`src/rtl/image_uart_tx.sv`:
```
// Streams IMAGE_SIZE bytes from pixel SRAM to a UART over Avalon-MM,
// polling the UART status register before every transmit write.
`timescale 1ns/1ps
module image_uart_tx #(
  parameter int IMAGE_SIZE  = 307200,
  parameter int TX_BASE     = 4,
  parameter int STATUS_BASE = 8,
  parameter int TX_OK_BIT   = 6
) (
  input  logic        avm_clk,
  input  logic        avm_rst,
  output logic [4:0]  avm_address,
  output logic        avm_read,
  output logic        avm_write,
  output logic [31:0] avm_writedata,
  input  logic [31:0] avm_readdata,
  input  logic        avm_waitrequest,
  output logic        sram_req,
  output logic [19:0] sram_addr,
  input  logic [7:0]  sram_rdata,
  input  logic        sram_ack,
  input  logic        start,
  output logic        busy,
  output logic        send_finish
);

  typedef enum logic [2:0] {S_IDLE, S_FETCH, S_POLL, S_SEND, S_DONE} state_t;

  localparam logic [4:0]  TX_ADDR     = 5'(TX_BASE);
  localparam logic [4:0]  STATUS_ADDR = 5'(STATUS_BASE);
  localparam logic [20:0] LAST_COUNT  = 21'(IMAGE_SIZE);

  state_t      state;
  logic [19:0] byte_cnt;
  logic [7:0]  pix_byte;
  logic [20:0] cnt_next;
  logic        unused_rdata;

  // One extra bit so a full 2^20-byte frame still terminates.
  assign cnt_next     = {1'b0, byte_cnt} + 21'd1;
  assign unused_rdata = ^avm_readdata;

  always_ff @(posedge avm_clk) begin
    if (avm_rst) begin
      state         <= S_IDLE;
      byte_cnt      <= '0;
      pix_byte      <= '0;
      avm_address   <= STATUS_ADDR;
      avm_read      <= 1'b0;
      avm_write     <= 1'b0;
      avm_writedata <= '0;
      sram_req      <= 1'b0;
      sram_addr     <= '0;
      busy          <= 1'b0;
      send_finish   <= 1'b0;
    end else begin
      send_finish <= 1'b0;
      unique case (state)
        S_IDLE: begin
          if (start) begin
            state     <= S_FETCH;
            byte_cnt  <= '0;
            sram_addr <= '0;
            sram_req  <= 1'b1;
            busy      <= 1'b1;
          end
        end
        S_FETCH: begin
          if (sram_ack) begin
            pix_byte    <= sram_rdata;
            sram_req    <= 1'b0;
            avm_read    <= 1'b1;
            avm_address <= STATUS_ADDR;
            state       <= S_POLL;
          end
        end
        S_POLL: begin
          // A clear ready bit leaves the read asserted, so polling repeats back to back.
          if (!avm_waitrequest && avm_readdata[TX_OK_BIT]) begin
            avm_read      <= 1'b0;
            avm_write     <= 1'b1;
            avm_address   <= TX_ADDR;
            avm_writedata <= {24'b0, pix_byte};
            state         <= S_SEND;
          end
        end
        S_SEND: begin
          if (!avm_waitrequest) begin
            avm_write <= 1'b0;
            byte_cnt  <= cnt_next[19:0];
            if (cnt_next == LAST_COUNT) begin
              state       <= S_DONE;
              busy        <= 1'b0;
              send_finish <= 1'b1;
            end else begin
              state     <= S_FETCH;
              sram_req  <= 1'b1;
              sram_addr <= cnt_next[19:0];
            end
          end
        end
        S_DONE: begin
          state <= S_IDLE;
        end
        default: begin
          state <= S_IDLE;
        end
      endcase
    end
  end

endmodule

```
`config.mk`:
```
export PLATFORM = sky130hd
export DESIGN_NAME = image_uart_tx
export DESIGN_NICKNAME = d
export VERILOG_FILES = /design/src/rtl/image_uart_tx.sv
export SDC_FILE = /design/constraint.sdc
export NUM_CORES = 1
export LEC_CHECK = 0
export CAP_MARGIN = 30
export CORE_MARGIN = 2
export CORE_UTILIZATION = 30
export DETAILED_ROUTE_END_ITERATION = 8
export SLEW_MARGIN = 40
export SYNTH_ARGS = -nofsm -noshare
export SYNTH_HDL_FRONTEND = slang
export SYNTH_SLANG_ARGS = --single-unit
```
`constraint.sdc`:
```
create_clock -name avm_clk -period 6.35 [get_ports avm_clk]
set_clock_uncertainty 0.1 [all_clocks]
set_input_delay 1.5875 -clock avm_clk [delete_from_list [all_inputs] [get_ports avm_clk]]
set_output_delay 1.5875 -clock avm_clk [all_outputs]
set_load 0.01 [all_outputs]
```
==> results by group <==
Run status
  • Status: complete, no violations

Route
  • Wire length per cell: 13.4 um
  • Vias: 2,623
  • Via density: 4.87
  • Final WL: 7210 um
  • DRC Markers: 0
  • Iteration-0 DRC Markers: 175
  • DRT Pass-1 Iters: 4
  • ANT nets after route: 0

Synthesis
  • Post-synthesis register bit count: 66
  • Mapped Area: 3170 sq um
  • Synth Instances: 363
  • Sequential share of the synthesized area: 41.7%
  • Ys flop type: dfxtp_1
  • Synth Warn #: 0
  • Unique masters post-synth: 53
  • Number of synthesized flops with an enable pin: 0
  • Post-synthesis async set-or-reset flop share: 0%
  • Mapped Avg Cell Area: 8.72 sq um

Setup path
  • Crit path from: start
  • Startpoint types: input port
  • Crit-path max FO: 17
  • Worst R2R Path Depth: 8
  • CP max stage cell: nor3_2
  • Cell Chain, Critical Path: clkdlybuf4s50_1, nor3_1, a311oi_1, nand3_1, nor3_2, buf_4, a32o_1
  • Critical path type: in -> reg
  • Critical path arrival: 4.16 ns
  • Crit path to: sram_addr[15]$_SDFFE_PP0P_
  • Req. time, crit path: 6.54 ns
  • Max incr delay on CP: 0.68 ns
  • Worst Setup End Kind: flop
  • Worst reg2reg startpoint: byte_cnt[1]$_SDFFE_PP0P_
  • Reg2reg setup slack: 2.69 ns
  • Critical R2R Capture: sram_addr[15]$_SDFFE_PP0P_

Clock network
  • Deepest clock path buffer count: 2
  • CTS root buf: clkbuf_8
  • TritonCTS buffer count: 9
  • Clock Sinks: 66
  • CTS tree: done
  • Post-CTS Hold Buffers: 0
  • PostCTS Resize Cnt: 0
  • CTS H-tree depth: 3
  • Setup repair bufs after CTS: 0
  • Clk slew on worst S/H paths: 0.07 ns
  • Clock latency on the worst-skew pair: 0.35 ns

Placed design
  • Placement-stage cell area: 3630 sq um
  • RePlAce Congestion: 0.822
  • Port Buffers: 48
  • HPWL Detailed: 5080 um

GRT
  • Largest net degree at the start of global routing: 46
  • Initial antenna violation count: 0
  • Met2 Use GR: 21.5%
  • M3 GR Usage: 2.74%
  • Most crowded layer after global routing: met2
  • Vias in the first global route: 2,544
  • GRT Resource Usage Total: 13.5%
  • First-pass GRT wire length: 12,200 um
  • Grt met1 use: 17.7%
  • Overflow after GRT: 0

STA
  • RSZ-0062 raised after global routing: false
  • Setup TNS: 0 ns
  • Minimum clock period: 3.97 ns
  • Max Slew Vio Count: 0
  • Hold_ws: 0.359 ns
  • Hold Fails Final Rpt: 0
  • Slew headroom: 50.9%
  • Setup Viol. Count Final: 0
  • Upper clock frequency limit: 252 MHz
  • Period Utilization, post-route: 62.6%
  • Worst-margin pin slew: 0.734 ns

Floorplanning
  • I/O Pins: 107
  • Die Y: 107 um
  • Initial cell density of the core: 30.8%
  • DIE WIDTH: 107 um
  • Std cell rows: 37
  • Core area: 10,300 sq um
  • Die area: 11,400 sq um

Cells and area
  • Layout area overhead: 21.8%
  • # fillers: 1,045
  • Layout cells sized above 1: 8.93%
  • Final nets: 444
  • Design Area, Final: 3860 sq um
  • Final Util: 37.5%
  • # diodes: 0

Worst hold path
  • Hold Crit Class: reg -> reg

Power and ir drop
  • Power Total: 874 uW
  • VDD IR max: 105 uV
  • Pwr/cell area: 227 nW/um^2
  • Leakage: 0.00138 uW

Flow run
  • Max-cap violations: 0
## stage by stage
step / std cells / setup WS [ns]
2_1_floorplan: 389 / 3.24
3_3_place_gp: 523 / 1.68
3_5_place_dp: 523 / 1.96
4_1_cts: 539 / 2.31
5_1_grt: 539 / 2.14
6_report: 539 / 2.38
## kinds of logic after synthesis
family          Yosys count  share of synthesized area, %
buf+inv                  62                          11.3
flops                    66                          41.7
compound gates           81                          17.9
mux                       8                          2.53
simple gates            127                          21.0
xor+xnor                 17                          4.94
fa+ha+maj                 1                         0.395
other cells               1                         0.118
## worst max-delay path, delay by kind of cell
family,cells,cell delay (ns)
simple gates,3,1.34
compound gates,2,0.45
buf+inv,2,0.78
## layer usage
layer,vias up,wire (um)
met5,-,0
met4,0,142
met3,11,318
met2,64,3350
met1,1247,3400
li1,1301,-
## worst min path at each step
stage / start / cells after the start / end / slack [ns]
final: pix_byte[2]$_SDFFE_PP0P_ / 2 / pix_byte[2]$_SDFFE_PP0P_ / 0.36
after floorplan: pix_byte[0]$_SDFFE_PP0P_ / 2 / pix_byte[0]$_SDFFE_PP0P_ / 0.34
after global routing: pix_byte[3]$_SDFFE_PP0P_ / 2 / pix_byte[3]$_SDFFE_PP0P_ / 0.39
after detailed placement: pix_byte[2]$_SDFFE_PP0P_ / 2 / pix_byte[2]$_SDFFE_PP0P_ / 0.35
after global placement: pix_byte[1]$_SDFFE_PP0P_ / 2 / pix_byte[1]$_SDFFE_PP0P_ / 0.34
after CTS: pix_byte[2]$_SDFFE_PP0P_ / 2 / pix_byte[2]$_SDFFE_PP0P_ / 0.36
## sequential cells by signal, summed over array words and instances (netlist names)
name           cells
byte_cnt          20
avm_address        2
send_finish        1
busy               1
sram_req           1
sram_addr         20
avm_read           1
avm_writedata      8
avm_write          1
pix_byte           8
state              3
## power breakdown
| group | internal, uW | leakage, uW | switching [uW] | total (uW) |
|---|---|---|---|---|
| Combinational | 24.0 | 0.000745 | 40.0 | 64.0 |
| Sequential | 421 | 0.000533 | 6.19 | 427 |
| Clock | 220 | 0.000105 | 163 | 383 |
## layout by cell type (no fill, tap or decap), types with 2 or more instances in the layout
cell type and count:
nor4_1 3, nand2b_1 2, bufinv_16 2, inv_1 8
a211oi_1 3, o211a_1 2, nor2_1 38, nor4_2 2
clkbuf_8 9, dfxtp_1 66, a31o_1 2, or3_1 4
clkdlybuf4s50_1 48, clkinv_2 2, xnor2_1 13, buf_4 4
nand4_1 6, a211o_1 2, nand3_1 8, xor2_1 3
nand2_1 30, a32o_1 16, and2_1 4, o21ai_0 13
nor3_1 10, mux2i_1 8, a22oi_1 7, or2_2 3
clkinvlp_4 2, a21oi_1 25, nand3b_1 2, conb_1 27
and4_1 3
## layout make-up
class,count,area [sq um],area share (%)
clock inverters,7,93.8,2.43
repair buffers,52,510,13.2
flip-flops and latches,66,1320,34.3
multi-input cells,261,1610,41.7
inverters,8,30.0,0.779
clock buffers,9,124,3.21
well taps,136,170,4.41
## synth_stat cells (all sizes together), types with 11 or more instances
cell type / count / area [sq um]
a21oi: 25 / 125
o21ai: 13 / 65.1
dfxtp: 66 / 1320
a32o: 16 / 160
buf: 35 / 257
xnor2: 14 / 130
nand2: 30 / 113
nor2: 39 / 146
clkbuf: 19 / 71.3
nor3: 11 / 55.1
No activity file was read; power rests on OpenSTA's default activity.
